File: config.mk
export PLATFORM = sky130hd
export DESIGN_NAME = canvas_feature_extractor_flat
export DESIGN_NICKNAME = d
export VERILOG_FILES = /design/src/rtl/canvas_feature_extractor_pkg.sv /design/src/rtl/canvas_feature_extractor_if.sv /design/src/rtl/canvas_feature_extractor_feature_delay_line.sv /design/src/rtl/canvas_feature_extractor.sv /design/src/flat_wrapper.sv
export SDC_FILE = /design/constraint.sdc
export NUM_CORES = 1
export LEC_CHECK = 0
export ABC_AREA = 1
export CAP_MARGIN = 20
export CORE_MARGIN = 8
export CORE_UTILIZATION = 50
export DETAILED_ROUTE_END_ITERATION = 12
export PLACE_DENSITY = 0.76
export SLEW_MARGIN = 20
export SYNTH_ARGS = -nofsm -noshare
export SYNTH_HDL_FRONTEND = slang
export SYNTH_HIERARCHICAL = 1
export SYNTH_SLANG_ARGS = --single-unit
File: constraint.sdc
create_clock -name clk -period 3.1 [get_ports clk]
set_input_delay 0.93 -clock clk [delete_from_list [all_inputs] [get_ports clk]]
set_output_delay 0.93 -clock clk [all_outputs]
set_load 0.1 [all_outputs]
File: src/rtl/canvas_feature_extractor_pkg.sv
// Shared definitions for the canvas feature extractor.
// Holds the scan FSM state encoding, the default result character codes
// and sizing constants used by the top level.
package canvas_feature_extractor_pkg;

    // Scan sequencer states
    typedef enum logic [1:0] {
        ST_IDLE  = 2'd0,
        ST_SCAN  = 2'd1,
        ST_DRAIN = 2'd2,
        ST_DONE  = 2'd3
    } state_t;

    // Default result codes: blank canvas / canvas with ink
    localparam logic [7:0] BLANK_CHAR_DEFAULT = 8'h20;
    localparam logic [7:0] INK_CHAR_DEFAULT   = 8'h41;

    // Read latency is bounded to 1..4, so a 3-bit drain counter is enough
    localparam int unsigned MAX_READ_LATENCY = 4;
    localparam int unsigned DRAIN_CNT_W      = 3;

endpackage

File: src/rtl/canvas_feature_extractor_if.sv
// Bus bundle between the canvas feature extractor and its environment.
// master : the extractor (issues pixel reads, presents the result)
// slave  : the environment (starts scans, returns pixel data)
// Signals: in_start, read_data (to extractor); read_addr, read_enable,
// pending, result_valid, result, ink_count, x_min/x_max, y_min/y_max
// (from extractor).
interface canvas_feature_extractor_if #(
    parameter int unsigned XW = 5,
    parameter int unsigned YW = 5
);
    logic                 in_start;
    logic                 read_data;
    logic [XW+YW-1:0]     read_addr;
    logic                 read_enable;
    logic                 pending;
    logic                 result_valid;
    logic [7:0]           result;
    logic [XW+YW:0]       ink_count;
    logic [XW-1:0]        x_min;
    logic [XW-1:0]        x_max;
    logic [YW-1:0]        y_min;
    logic [YW-1:0]        y_max;

    modport master (
        input  in_start, read_data,
        output read_addr, read_enable, pending, result_valid,
               result, ink_count, x_min, x_max, y_min, y_max
    );

    modport slave (
        output in_start, read_data,
        input  read_addr, read_enable, pending, result_valid,
               result, ink_count, x_min, x_max, y_min, y_max
    );
endinterface

File: src/rtl/canvas_feature_extractor_feature_delay_line.sv
// feature_delay_line: delays a {tag, coordinate} pair by DEPTH cycles so
// that each returning pixel can be matched with the address that fetched it.
// Ports: clk, rst (sync, active-high), in_tag/in_coord (issue side),
// out_tag/out_coord (aligned with read data). Tags clear on reset.
module feature_delay_line #(
    parameter int unsigned DEPTH   = 1,
    parameter int unsigned COORD_W = 10
) (
    input  logic               clk,
    input  logic               rst,
    input  logic               in_tag,
    input  logic [COORD_W-1:0] in_coord,
    output logic               out_tag,
    output logic [COORD_W-1:0] out_coord
);

    logic [DEPTH-1:0]   tag_q;
    logic [COORD_W-1:0] coord_q [DEPTH];

    // Shift register, stage 0 nearest the issue side
    always_ff @(posedge clk) begin
        if (rst) begin
            tag_q <= '0;
            for (int i = 0; i < int'(DEPTH); i++) begin
                coord_q[i] <= '0;
            end
        end else begin
            tag_q[0]   <= in_tag;
            coord_q[0] <= in_coord;
            for (int i = 1; i < int'(DEPTH); i++) begin
                tag_q[i]   <= tag_q[i-1];
                coord_q[i] <= coord_q[i-1];
            end
        end
    end

    assign out_tag   = tag_q[DEPTH-1];
    assign out_coord = coord_q[DEPTH-1];

endmodule

File: src/rtl/canvas_feature_extractor.sv
// canvas_feature_extractor: scans a 2^XW x 2^YW one-bit canvas through a
// fixed-latency read port and reports ink count, bounding box and a
// blank/ink character code.
// Ports: clk, rst (sync, active-high), bus (master modport):
//   in_start      - request a scan (honoured only when idle)
//   read_addr/read_enable/read_data - pixel read port, {y,x} row-major
//   pending       - scan in progress or result being presented
//   result_valid  - one-cycle pulse when the result outputs update
//   result, ink_count, x_min, x_max, y_min, y_max - held scan results
module canvas_feature_extractor
    import canvas_feature_extractor_pkg::*;
#(
    parameter int unsigned XW           = 5,
    parameter int unsigned YW           = 5,
    parameter int unsigned READ_LATENCY = 1,
    parameter logic [7:0]  BLANK_CHAR   = BLANK_CHAR_DEFAULT,
    parameter logic [7:0]  INK_CHAR     = INK_CHAR_DEFAULT
) (
    input  logic clk,
    input  logic rst,
    canvas_feature_extractor_if.master bus
);

    localparam int unsigned AW  = XW + YW;
    localparam int unsigned CW  = AW + 1;
    localparam int unsigned DCW = DRAIN_CNT_W;
    localparam logic [AW-1:0]  LAST_ADDR  = '1;
    localparam logic [DCW-1:0] DRAIN_LAST = DCW'(READ_LATENCY - 1);

    state_t state;
    state_t state_next;

    logic [AW-1:0]  addr_q;
    logic           read_en_q;
    logic           pending_q;
    logic           valid_q;
    logic [DCW-1:0] drain_cnt;

    logic           d_tag;
    logic [AW-1:0]  d_coord;
    logic [XW-1:0]  d_x;
    logic [YW-1:0]  d_y;

    logic [CW-1:0]  ink_cnt;
    logic [XW-1:0]  xmin_q;
    logic [XW-1:0]  xmax_q;
    logic [YW-1:0]  ymin_q;
    logic [YW-1:0]  ymax_q;
    logic [CW-1:0]  cnt_next;
    logic [XW-1:0]  xmin_next;
    logic [XW-1:0]  xmax_next;
    logic [YW-1:0]  ymin_next;
    logic [YW-1:0]  ymax_next;

    logic [7:0]     result_q;
    logic [CW-1:0]  ink_count_q;
    logic [XW-1:0]  x_min_q;
    logic [XW-1:0]  x_max_q;
    logic [YW-1:0]  y_min_q;
    logic [YW-1:0]  y_max_q;

    logic           scan_start;
    logic           done_load;

    // FSM state register
    always_ff @(posedge clk) begin
        if (rst) begin
            state <= ST_IDLE;
        end else begin
            state <= state_next;
        end
    end

    // FSM next-state logic
    always_comb begin
        state_next = state;
        case (state)
            ST_IDLE:  if (bus.in_start) state_next = ST_SCAN;
            ST_SCAN:  if (addr_q == LAST_ADDR) state_next = ST_DRAIN;
            ST_DRAIN: if (drain_cnt == DRAIN_LAST) state_next = ST_DONE;
            ST_DONE:  state_next = ST_IDLE;
            default:  state_next = ST_IDLE;
        endcase
    end

    assign scan_start = (state == ST_IDLE) && bus.in_start;
    assign done_load  = (state == ST_DRAIN) && (state_next == ST_DONE);

    // Control outputs registered from the next state so they line up with it;
    // the address counter sits at zero whenever no read is being issued.
    always_ff @(posedge clk) begin
        if (rst) begin
            addr_q    <= '0;
            read_en_q <= 1'b0;
            pending_q <= 1'b0;
            valid_q   <= 1'b0;
            drain_cnt <= '0;
        end else begin
            read_en_q <= (state_next == ST_SCAN);
            pending_q <= (state_next != ST_IDLE);
            valid_q   <= (state_next == ST_DONE);
            if ((state == ST_SCAN) && (state_next == ST_SCAN)) begin
                addr_q <= addr_q + AW'(1);
            end else begin
                addr_q <= '0;
            end
            if (state == ST_DRAIN) begin
                drain_cnt <= drain_cnt + DCW'(1);
            end else begin
                drain_cnt <= '0;
            end
        end
    end

    // Carries the issue tag and {y,x} alongside the memory latency
    feature_delay_line #(
        .DEPTH   (READ_LATENCY),
        .COORD_W (AW)
    ) u_delay (
        .clk       (clk),
        .rst       (rst),
        .in_tag    (read_en_q),
        .in_coord  (addr_q),
        .out_tag   (d_tag),
        .out_coord (d_coord)
    );

    assign d_x = d_coord[XW-1:0];
    assign d_y = d_coord[AW-1:XW];

    // Accumulator update for the pixel returning this cycle
    always_comb begin
        cnt_next  = ink_cnt;
        xmin_next = xmin_q;
        xmax_next = xmax_q;
        ymin_next = ymin_q;
        ymax_next = ymax_q;
        if (d_tag && bus.read_data) begin
            cnt_next = ink_cnt + CW'(1);
            if (d_x < xmin_q) xmin_next = d_x;
            if (d_x > xmax_q) xmax_next = d_x;
            if (d_y < ymin_q) ymin_next = d_y;
            if (d_y > ymax_q) ymax_next = d_y;
        end
    end

    // Running accumulators, re-armed at the start of every scan
    always_ff @(posedge clk) begin
        if (rst || scan_start) begin
            ink_cnt <= '0;
            xmin_q  <= '1;
            xmax_q  <= '0;
            ymin_q  <= '1;
            ymax_q  <= '0;
        end else begin
            ink_cnt <= cnt_next;
            xmin_q  <= xmin_next;
            xmax_q  <= xmax_next;
            ymin_q  <= ymin_next;
            ymax_q  <= ymax_next;
        end
    end

    // Result capture: the last pixel arrives on the same edge that enters
    // DONE, so the results load from the accumulator next-values.
    always_ff @(posedge clk) begin
        if (rst) begin
            result_q    <= '0;
            ink_count_q <= '0;
            x_min_q     <= '0;
            x_max_q     <= '0;
            y_min_q     <= '0;
            y_max_q     <= '0;
        end else if (done_load) begin
            ink_count_q <= cnt_next;
            if (cnt_next == '0) begin
                result_q <= BLANK_CHAR;
                x_min_q  <= '0;
                x_max_q  <= '0;
                y_min_q  <= '0;
                y_max_q  <= '0;
            end else begin
                result_q <= INK_CHAR;
                x_min_q  <= xmin_next;
                x_max_q  <= xmax_next;
                y_min_q  <= ymin_next;
                y_max_q  <= ymax_next;
            end
        end
    end

    assign bus.read_addr    = addr_q;
    assign bus.read_enable  = read_en_q;
    assign bus.pending      = pending_q;
    assign bus.result_valid = valid_q;
    assign bus.result       = result_q;
    assign bus.ink_count    = ink_count_q;
    assign bus.x_min        = x_min_q;
    assign bus.x_max        = x_max_q;
    assign bus.y_min        = y_min_q;
    assign bus.y_max        = y_max_q;

endmodule

File: src/flat_wrapper.sv
// flat-port wrapper written by rule: the top's interface ports become plain ports
module canvas_feature_extractor_flat import canvas_feature_extractor_pkg::*;
#(
    parameter int unsigned XW           = 5,
    parameter int unsigned YW           = 5,
    parameter int unsigned READ_LATENCY = 1,
    parameter logic [7:0]  BLANK_CHAR   = BLANK_CHAR_DEFAULT,
    parameter logic [7:0]  INK_CHAR     = INK_CHAR_DEFAULT
)
  (clk, rst, bus_in_start, bus_read_data, bus_read_addr, bus_read_enable, bus_pending, bus_result_valid, bus_result, bus_ink_count, bus_x_min, bus_x_max, bus_y_min, bus_y_max);
  canvas_feature_extractor_if #(.XW(XW), .YW(YW)) bus_i ();
  input  logic clk;
  input  logic rst;
  input wire logic [$bits(bus_i.in_start)-1:0] bus_in_start;
  input wire logic [$bits(bus_i.read_data)-1:0] bus_read_data;
  output wire logic [$bits(bus_i.read_addr)-1:0] bus_read_addr;
  output wire logic [$bits(bus_i.read_enable)-1:0] bus_read_enable;
  output wire logic [$bits(bus_i.pending)-1:0] bus_pending;
  output wire logic [$bits(bus_i.result_valid)-1:0] bus_result_valid;
  output wire logic [$bits(bus_i.result)-1:0] bus_result;
  output wire logic [$bits(bus_i.ink_count)-1:0] bus_ink_count;
  output wire logic [$bits(bus_i.x_min)-1:0] bus_x_min;
  output wire logic [$bits(bus_i.x_max)-1:0] bus_x_max;
  output wire logic [$bits(bus_i.y_min)-1:0] bus_y_min;
  output wire logic [$bits(bus_i.y_max)-1:0] bus_y_max;
  assign bus_i.in_start = bus_in_start;
  assign bus_i.read_data = bus_read_data;
  assign bus_read_addr = bus_i.read_addr;
  assign bus_read_enable = bus_i.read_enable;
  assign bus_pending = bus_i.pending;
  assign bus_result_valid = bus_i.result_valid;
  assign bus_result = bus_i.result;
  assign bus_ink_count = bus_i.ink_count;
  assign bus_x_min = bus_i.x_min;
  assign bus_x_max = bus_i.x_max;
  assign bus_y_min = bus_i.y_min;
  assign bus_y_max = bus_i.y_max;
  canvas_feature_extractor #(.XW(XW), .YW(YW), .READ_LATENCY(READ_LATENCY), .BLANK_CHAR(BLANK_CHAR), .INK_CHAR(INK_CHAR)) u_core (.clk(clk), .rst(rst), .bus(bus_i));
endmodule
* Yosys cells after proc, flatten, opt, wreduce, memory -nomap -nowiden
Memory sizes are Yosys's and may differ from the RTL's. Index checks and enable logic that the tools add are counted.
Word-level totals: memories 1, word-level logic and storage cells 69, register bits after elaboration 89, memory bits (writable) 10
Operators by class: muxes and demuxes 23, bitwise gates (word level) 2, eq/ne operators 6, $lt $le $gt $ge 4, reductions and logical operators 12, $add $sub $neg 3
Memories:
- u_core.u_delay.coord_q | depth 1, bits a word 10, rd ports 1, clocked after Yosys merged registers in 0, wr ports 1, RTL line canvas_feature_extractor_feature_delay_line.sv:18 | logic [COORD_W-1:0] coord_q [DEPTH];
Operator list (number):
- $mux W5 | 12
- $add A11 B1 Y11 const B | 1
- $logic_not A11 Y1 | 1
- $mux W11 | 1
- $add A10 B1 Y10 const B | 1
- $eq A10 B10 Y1 const B | 1
- $gt A5 B5 Y1 | 2
- $lt A5 B5 Y1 | 2
- $mux W10 | 1
- $reduce_or A10 Y1 | 1
- $pmux W2 S4 | 1
- $mux W7 | 1
- $eq A2 B2 Y1 const B | 3
- $mux W2 | 3
- $eq A2 B1 Y1 const B | 2
- $logic_and A1 B1 Y1 | 4
- $mux W1 | 4
- $reduce_or A2 Y1 | 2
- $add A3 B1 Y3 const B | 1
- $logic_not A3 Y1 | 1
- $logic_not A2 Y1 | 1
- $not A1 Y1 | 2
- $reduce_bool A2 Y1 | 1
- $logic_or A1 B1 Y1 | 1

* Depth between registers and ports, before layout
Gate-level depths: netlist of run 1.
depth in word-level cells 7, gate-level depth with buffers 12, mapped depth without buffers 12

* Modules after synthesis
The synthesis of run 1 kept the hierarchy.
Modules (own cells, without submodules):
- canvas_feature_extractor | area an instance 4060.1 sq um, sequential area each 1641.6 sq um, cells each 556, times used 1
- feature_delay_line | area an instance 314.1 sq um, sequential area each 220.2 sq um, cells each 34, times used 1

* Worst setup path before layout of run 1
No wires, ideal clock.
kind reg-to-reg, from register u_core.addr_q[0], in the netlist u_core/bus.read_addr[0], to register u_core.addr_q[0], in the netlist u_core/bus.read_addr[0], path buffers 0, setup time 0.158 ns, arrival 2.260 ns, stages on the path, launching flop included 9, slack 0.682 ns, cells stage by stage dfxtp_1 -> ha_1 -> nand2_1 -> nor3_2 -> nand3_1 -> nor2_1 -> nand2_1 -> nand3_1 -> nor2_1
Between the ends: word-level cells in the longest chain between the ends 7
RTL lines:
- from (decl) | RTL line canvas_feature_extractor.sv:33 | logic [AW-1:0] addr_q;
- from (signal assigned) | RTL line canvas_feature_extractor.sv:103 | addr_q <= addr_q + AW'(1);
- $eq A10 B10 Y1 | RTL line canvas_feature_extractor.sv:79 | ST_SCAN: if (addr_q == LAST_ADDR) state_next = ST_DRAIN;
- $mux W2 | RTL line canvas_feature_extractor.sv:79
- $pmux W2 S4 | RTL line canvas_feature_extractor.sv:77 | case (state)
- $eq A2 B1 Y1 | RTL line canvas_feature_extractor.sv:102 | if ((state == ST_SCAN) && (state_next == ST_SCAN)) begin
- $logic_and A1 B1 Y1 | RTL line canvas_feature_extractor.sv:102
- $not A1 Y1 (no line)
- $reduce_or A2 Y1 (no line)
Several ways; a longest one is shown, not always the timed one. A chain may end at the register's enable or synchronous reset.

* Final worst setup path of run 1
from input bus_read_data, to register u_core.result_q[5], in the netlist u_core/bus.result[5]
Between the ends: word-level cells in the longest chain between the ends 4
RTL lines:
- from (decl) | RTL line flat_wrapper.sv:15 | input wire logic [$bits(bus_i.read_data)-1:0] bus_read_data;
- $logic_and A1 B1 Y1 | RTL line canvas_feature_extractor.sv:138 | if (d_tag && bus.read_data) begin
- $mux W11 | RTL line canvas_feature_extractor.sv:138
- $logic_not A11 Y1 | RTL line canvas_feature_extractor.sv:176 | if (cnt_next == '0) begin
- $mux W7 | RTL line canvas_feature_extractor.sv:176
- to (signal assigned) | RTL line canvas_feature_extractor.sv:168 | result_q <= '0;
- to (signal assigned) | RTL line canvas_feature_extractor.sv:177 | result_q <= BLANK_CHAR;
- to (signal assigned) | RTL line canvas_feature_extractor.sv:183 | result_q <= INK_CHAR;
- to (decl) | RTL line canvas_feature_extractor.sv:55 | logic [7:0] result_q;
No other way between the ends.

==> reports/qor.csv, run 1 <==
metric,value,unit
vias in the first global route,3647,
sequential area share after synthesis,42.6,%
Pwr Total,0.00210,W
CP max FO,21,
Worst-Skew Late Latency,0.35,ns
CP arrival,2.77,ns
average size of a mapped cell,7.41,um2
fmax,397,MHz
Leakage Power,2.34,nW
R2R Path End,u_core/bus.x_max[0],
status,"complete, no violations",
post-synth top area cell,dfxtp_1,
Period minus WS final,2.52,ns
Fin Hold WS,0.453,ns
DRC Markers,0,
Setup Skew,0.0100,ns
setup_tns,0,ns
Vias,3847,
layout cells sized above 1,15.8,%
initial DRC count,219,
Worst setup EP type,flip-flop,
Final Max Slew Viols,0,
Die Area,12000,um2
max-cap violations,0,
Initial Util,50.9,%
origin of the critical flop-to-flop path,u_core/u_delay/coord_q[0][4],
Post-Route WL,9860,um
Die W,110,um
GP Congestion,0.894,
WL per Instance,13.1,um
top cell type's share of synthesized area,42.6,%
Nets,666,
H-tree depth,3,
largest cells by area after synthesis,"dfxtp_1, nand2_1, inv_1, ha_1, nor2_1",
GRT Util Overall,16.9,%
Hold WC Path Type,flip-flop to flip-flop,
Top Ports,56,
"Hold-fix buffers, CTS",0,
worst vdd ir,0.000250,V
CTS sink count,93,
IO buf count,50,
Area after DPL,4830,um2
area of the mapped netlist,4370,um2
"CTS clk-pin slew, worst paths",0.09,ns
Unique masters post-synth,35,
drt pass-1 iters,4,
Vias/cell,5.11,
Max Root-Sink Buffers,2,
row cnt,34,
crit path kind,input pin to flip-flop,
"antenna viol nets, final",0,
Yosys Warn Count,6,
worst path required time,3.35,ns
CTS root buffer,clkbuf_8,
Power Dens Cells,419,nW/um2
postcts setup bufs,0,
antenna cells,0,
Chip Height,110,um
grt total ovfl,0,
Synth Instances,590,
r2r setup slk,1.04,ns
Final Setup Violations,0,
first-pass GRT wire length,16400,um
Resize count post-CTS,0,
DP HPWL,7370,um
Filler cells,807,
Final Hold Viols,0,
Inserted Clock Buffers,9,
initial antenna violation count,0,
crit path launch type,input pin,
Reg2Reg Depth,9,
Area Overhead vs Synth,14.7,%
Setup crit end,u_core/bus.result[5],
unrepaired setup endpoints after global routing,no,
"FF+latch count, synth",93,
largest net degree at the start of global routing,34,
final worst path period share,81.2,%
final instance area,5020,um2
CTS tree,built,
Worst Setup SP,bus_read_data,
CORE AREA,8590,um2
## synthesized netlist by cell type
| cell type | number |
|---|---|
| buf_4 | 6 |
| mux2i_1 | 1 |
| xor2_1 | 1 |
| nand3_2 | 13 |
| o211ai_1 | 6 |
| buf_6 | 4 |
| or2_2 | 3 |
| and3_1 | 1 |
| nand4_1 | 27 |
| nor3b_1 | 1 |
| buf_2 | 2 |
| nor3_4 | 1 |
| inv_2 | 3 |
| conb_1 | 1 |
| clkinv_1 | 1 |
| a21oi_2 | 6 |
| o21ai_1 | 4 |
| nor2_1 | 58 |
| inv_1 | 81 |
| xnor2_1 | 2 |
| nor2_4 | 2 |
| nand3_1 | 30 |
| o21ai_0 | 8 |
| a31oi_1 | 2 |
| nand2_1 | 154 |
| nand2_2 | 2 |
| a21oi_1 | 30 |
| and2_1 | 1 |
| nor3_1 | 6 |
| ha_1 | 22 |
| o21bai_1 | 3 |
| nor3_2 | 1 |
| clkbuf_1 | 12 |
| dfxtp_1 | 93 |
| nand3b_1 | 2 |
## layout make-up
| class | count | area (um2) | area share (%) |
|---|---|---|---|
| clock buffer | 12 | 155 | 3.09 |
| clock inverter | 4 | 31.3 | 0.624 |
| inverter | 85 | 319 | 6.36 |
| multi-input combinational | 392 | 2060 | 41.1 |
| sequential | 93 | 1860 | 37.1 |
| tap | 108 | 135 | 2.69 |
| timing repair buffer | 59 | 450 | 8.98 |
## cells by family after synthesis
family | share of synthesized area [%]
mux | 0.229
buf+inv | 10.6
flops | 42.6
fa+ha+maj | 6.29
compound gates | 7.84
simple gates | 31.8
xor+xnor | 0.601
other cells | 0.0857
## how the worst min path moves through the flow
| stage | slack, ns | end | startpoint | cells past startpoint |
|---|---|---|---|---|
| 2_1_floorplan | 0.42 | u_core/drain_cnt[0] | u_core/drain_cnt[0] | 1 |
| 3_3_place_gp | 0.43 | u_core/drain_cnt[0] | u_core/drain_cnt[0] | 1 |
| 3_5_place_dp | 0.44 | u_core/u_delay/out_tag | u_core/bus.read_enable | 2 |
| 4_1_cts | 0.45 | u_core/u_delay/out_tag | u_core/bus.read_enable | 2 |
| 5_1_grt | 0.49 | u_core/u_delay/out_tag | u_core/bus.read_enable | 2 |
| 6_report | 0.45 | u_core/drain_cnt[0] | u_core/drain_cnt[0] | 1 |
## registers in the layout, indices dropped and copies added, names as in the netlist
name and cells:
u_core/xmin_q 5, u_core/u_delay/coord_q 10, u_core/bus.y_max 5, u_core/bus.read_addr 10
u_core/bus.x_max 5, u_core/ymax_q 5, u_core/bus.read_enable 1, u_core/bus.y_min 5
u_core/bus.ink_count 11, u_core/bus.x_min 5, u_core/bus.result_valid 1, u_core/xmax_q 5
u_core/drain_cnt 3, u_core/ymin_q 5, u_core/bus.pending 1, u_core/u_delay/out_tag 1
u_core/state 2, u_core/bus.result 2, u_core/ink_cnt 11
## critical path, cell delays in order
cell and delay (ns):
clkdlybuf4s50_1 0.53, nand3_2 0.17, nor2_4 0.19, nand2_1 0.09, nand2_1 0.07, nand2_1 0.09
inv_1 0.06, nor2_1 0.05, nand3_2 0.05, buf_4 0.27, nand2_1 0.11, and3_1 0.15
## layer usage
layer | GRT usage (%) | vias up | share of wire, %
met5 | 0 | - | 0
li1 | - | 1974 | -
met3 | 3.75 | 7 | 5.8
met1 | 21.5 | 1765 | 47
met4 | 6.56 | 0 | 0.85
met2 | 27.2 | 101 | 46
## report_power, final
group | internal (W) | switching [W] | total, W
Sequential | 0.00120 | 0.00000753 | 0.00121
Combinational | 0.0000288 | 0.000112 | 0.000141
Clock | 0.000339 | 0.000414 | 0.000753
Total | 0.00157 | 0.000533 | 0.00210
## stage by stage
step           std cells  utilization (%)  setup WS (ns)
2_1_floorplan        594                -          0.682
3_3_place_gp         737             56.2          0.289
3_5_place_dp         737             56.2          0.212
4_1_cts              753             58.4          0.599
5_1_grt              753             58.4          0.388
6_report             753             58.4          0.582
## cells in the final DEF (no fill, tap or decap), types with 11 or more instances in the layout
cell type,instances
buf_4,56
nand4_1,27
ha_1,22
clkbuf_8,11
dfxtp_1,93
nand2_1,154
nor2_1,58
nand3_1,30
inv_1,81
nand3_2,13
a21oi_1,30
Power figures use the tool's default switching activity.
==> run 2, diff against run 1 <==
clock period = 2.53 ns   (was 3.1 ns; I/O delays follow)
==> reports/qor.csv, run 2 (same netlist as run 1, synthesis figures left out) <==
metric,value,unit,change
status,"complete, no violations",,
most frequent cells in the layout,"nand2_1, dfxtp_1, inv_1",,
CTS root buffer,clkbuf_8,,
CTS sink count,93,,unchanged
Final Setup Violations,0,,unchanged
GP Congestion,0.873,,-2.4%
CP max FO,21,,unchanged
Die Area,12000,um2,unchanged
layout cells sized above 1,17.5,%,+1.6 points
register area,1860,um2,unchanged
CP arrival,2.56,ns,-0.21 ns
DRC Markers,0,,unchanged
H-tree depth,3,,unchanged
Period minus WS final,2.27,ns,
Worst setup EP type,flip-flop,,
Power Dens Cells,501,nW/um2,+19%
"CTS clk-pin slew, worst paths",0.09,ns,about the same
Layout Utilization,59.6,%,+1.3 points
Post-Route WL,9710,um,-1.6%
crit path kind,input pin to flip-flop,,
Max Root-Sink Buffers,2,,unchanged
Initial Util,50.9,%,unchanged
Chip Height,110,um,unchanged
CORE AREA,8590,um2,unchanged
grt total ovfl,0,,unchanged
vias in the first global route,3509,,-3.8%
setup_tns,0,ns,unchanged
Top Ports,56,,unchanged
max-cap violations,0,,unchanged
"commonest non-fill, non-tap cell in the layout",nand2_1,,
Final Max Slew Viols,0,,unchanged
Nets,680,,+2.1%
IO buf count,50,,unchanged
DP HPWL,7250,um,-1.6%
Inserted Clock Buffers,9,,unchanged
final worst path period share,89.6,%,
WL per Instance,12.7,um,-3.4%
worst vdd ir,0.000291,V,+17%
Area Overhead vs Synth,17.2,%,
antenna cells,0,,unchanged
drt pass-1 iters,4,,unchanged
Setup Skew,0.0130,ns,+0.00297 ns
Vias,3828,,-0.49%
Pwr Total,0.00257,W,+22%
first-pass GRT wire length,16400,um,about the same
Slew @ Worst Pin,0.660,ns,
initial antenna violation count,0,,unchanged
multi-input logic area,2060,um2,unchanged
Leakage Power,2.41,nW,+2.8%
Resize count post-CTS,0,,unchanged
row cnt,34,,unchanged
fmax,441,MHz,
CTS tree,built,,
Filler cells,801,,-0.74%
Final Hold Viols,0,,unchanged
unrepaired setup endpoints after global routing,no,,
"Hold-fix buffers, CTS",0,,unchanged
GRT Util Overall,16.9,%,about the same
Hold WC Path Type,flip-flop to flip-flop,,
relative max-transition margin,55.9,%,
largest net degree at the start of global routing,34,,unchanged
Worst-Skew Late Latency,0.35,ns,about the same
Vias/cell,4.99,,-2.3%
Die W,110,um,unchanged
worst path required time,2.82,ns,-0.53 ns
postcts setup bufs,0,,unchanged
crit path launch type,input pin,,
"antenna viol nets, final",0,,unchanged
initial DRC count,205,,-6.4%
run 2: critical path, stage by stage:
cell,delay [ns]
clkdlybuf4s50_1,0.53
nand3_2,0.16
nor2_4,0.20
nand2_2,0.05
nand2_1,0.10
nand3_1,0.09
nor2_1,0.14
nand3_2,0.11
buf_12,0.17
nand2_1,0.08
and3_1,0.14
run 2: metal layers:
layer	share of wire (%)	track usage, %
met4	1.3	5.88
met2	43	26.1
met3	4.9	3.05
met1	50	23.2
met5	0	0
run 2: report_power, final:
part | switching, W | leakage, nW | internal [W]
combinational | 0.000137 | 1.57 | 0.0000408
sequential | 0.00000890 | 0.751 | 0.00147
clock | 0.000513 | 0.0832 | 0.000391
total | 0.000659 | 2.41 | 0.00191
run 2: path summary, 6_finish.rpt:
kind,startpoint,to,slack (ns),cells after the start
worst min register to register,u_core/bus.read_enable,u_core/u_delay/out_tag,0.45,2
worst min-delay path,u_core/bus.read_enable,u_core/u_delay/out_tag,0.45,2
worst max register to register,u_core/u_delay/coord_q[0][9],u_core/ymax_q[1],0.48,10
worst max-delay path,bus_read_data,u_core/bus.result[5],0.26,11
run 2: final cells by class:
cell class	count	area share, %
repair buffers	73	11.1
clock buffers	12	2.83
well taps	108	2.64
clock inverters	4	0.635
inverters	85	6.23
multi-input cells	392	40.3
flip-flops and latches	93	36.3
run 2: through the flow:
step / area [um2] / cells / hold slack [ns] / setup slack [ns]
4_1_cts: 5120 / 767 / 0.448 / 0.272
6_report: 5120 / 767 / 0.448 / 0.264
2_1_floorplan: 4390 / 594 / 0.417 / 0.112
5_1_grt: 5120 / 767 / 0.469 / 0.0878
3_3_place_gp: 4950 / 751 / 0.430 / -0.0496
3_5_place_dp: 4950 / 751 / 0.433 / -0.0997
==> run 3, diff against run 2 <==
HOLD_SLACK_MARGIN = 0.06   (was default)
==> results of run 3 <==
Final layout, timing and power as in run 2 (identical DEF).
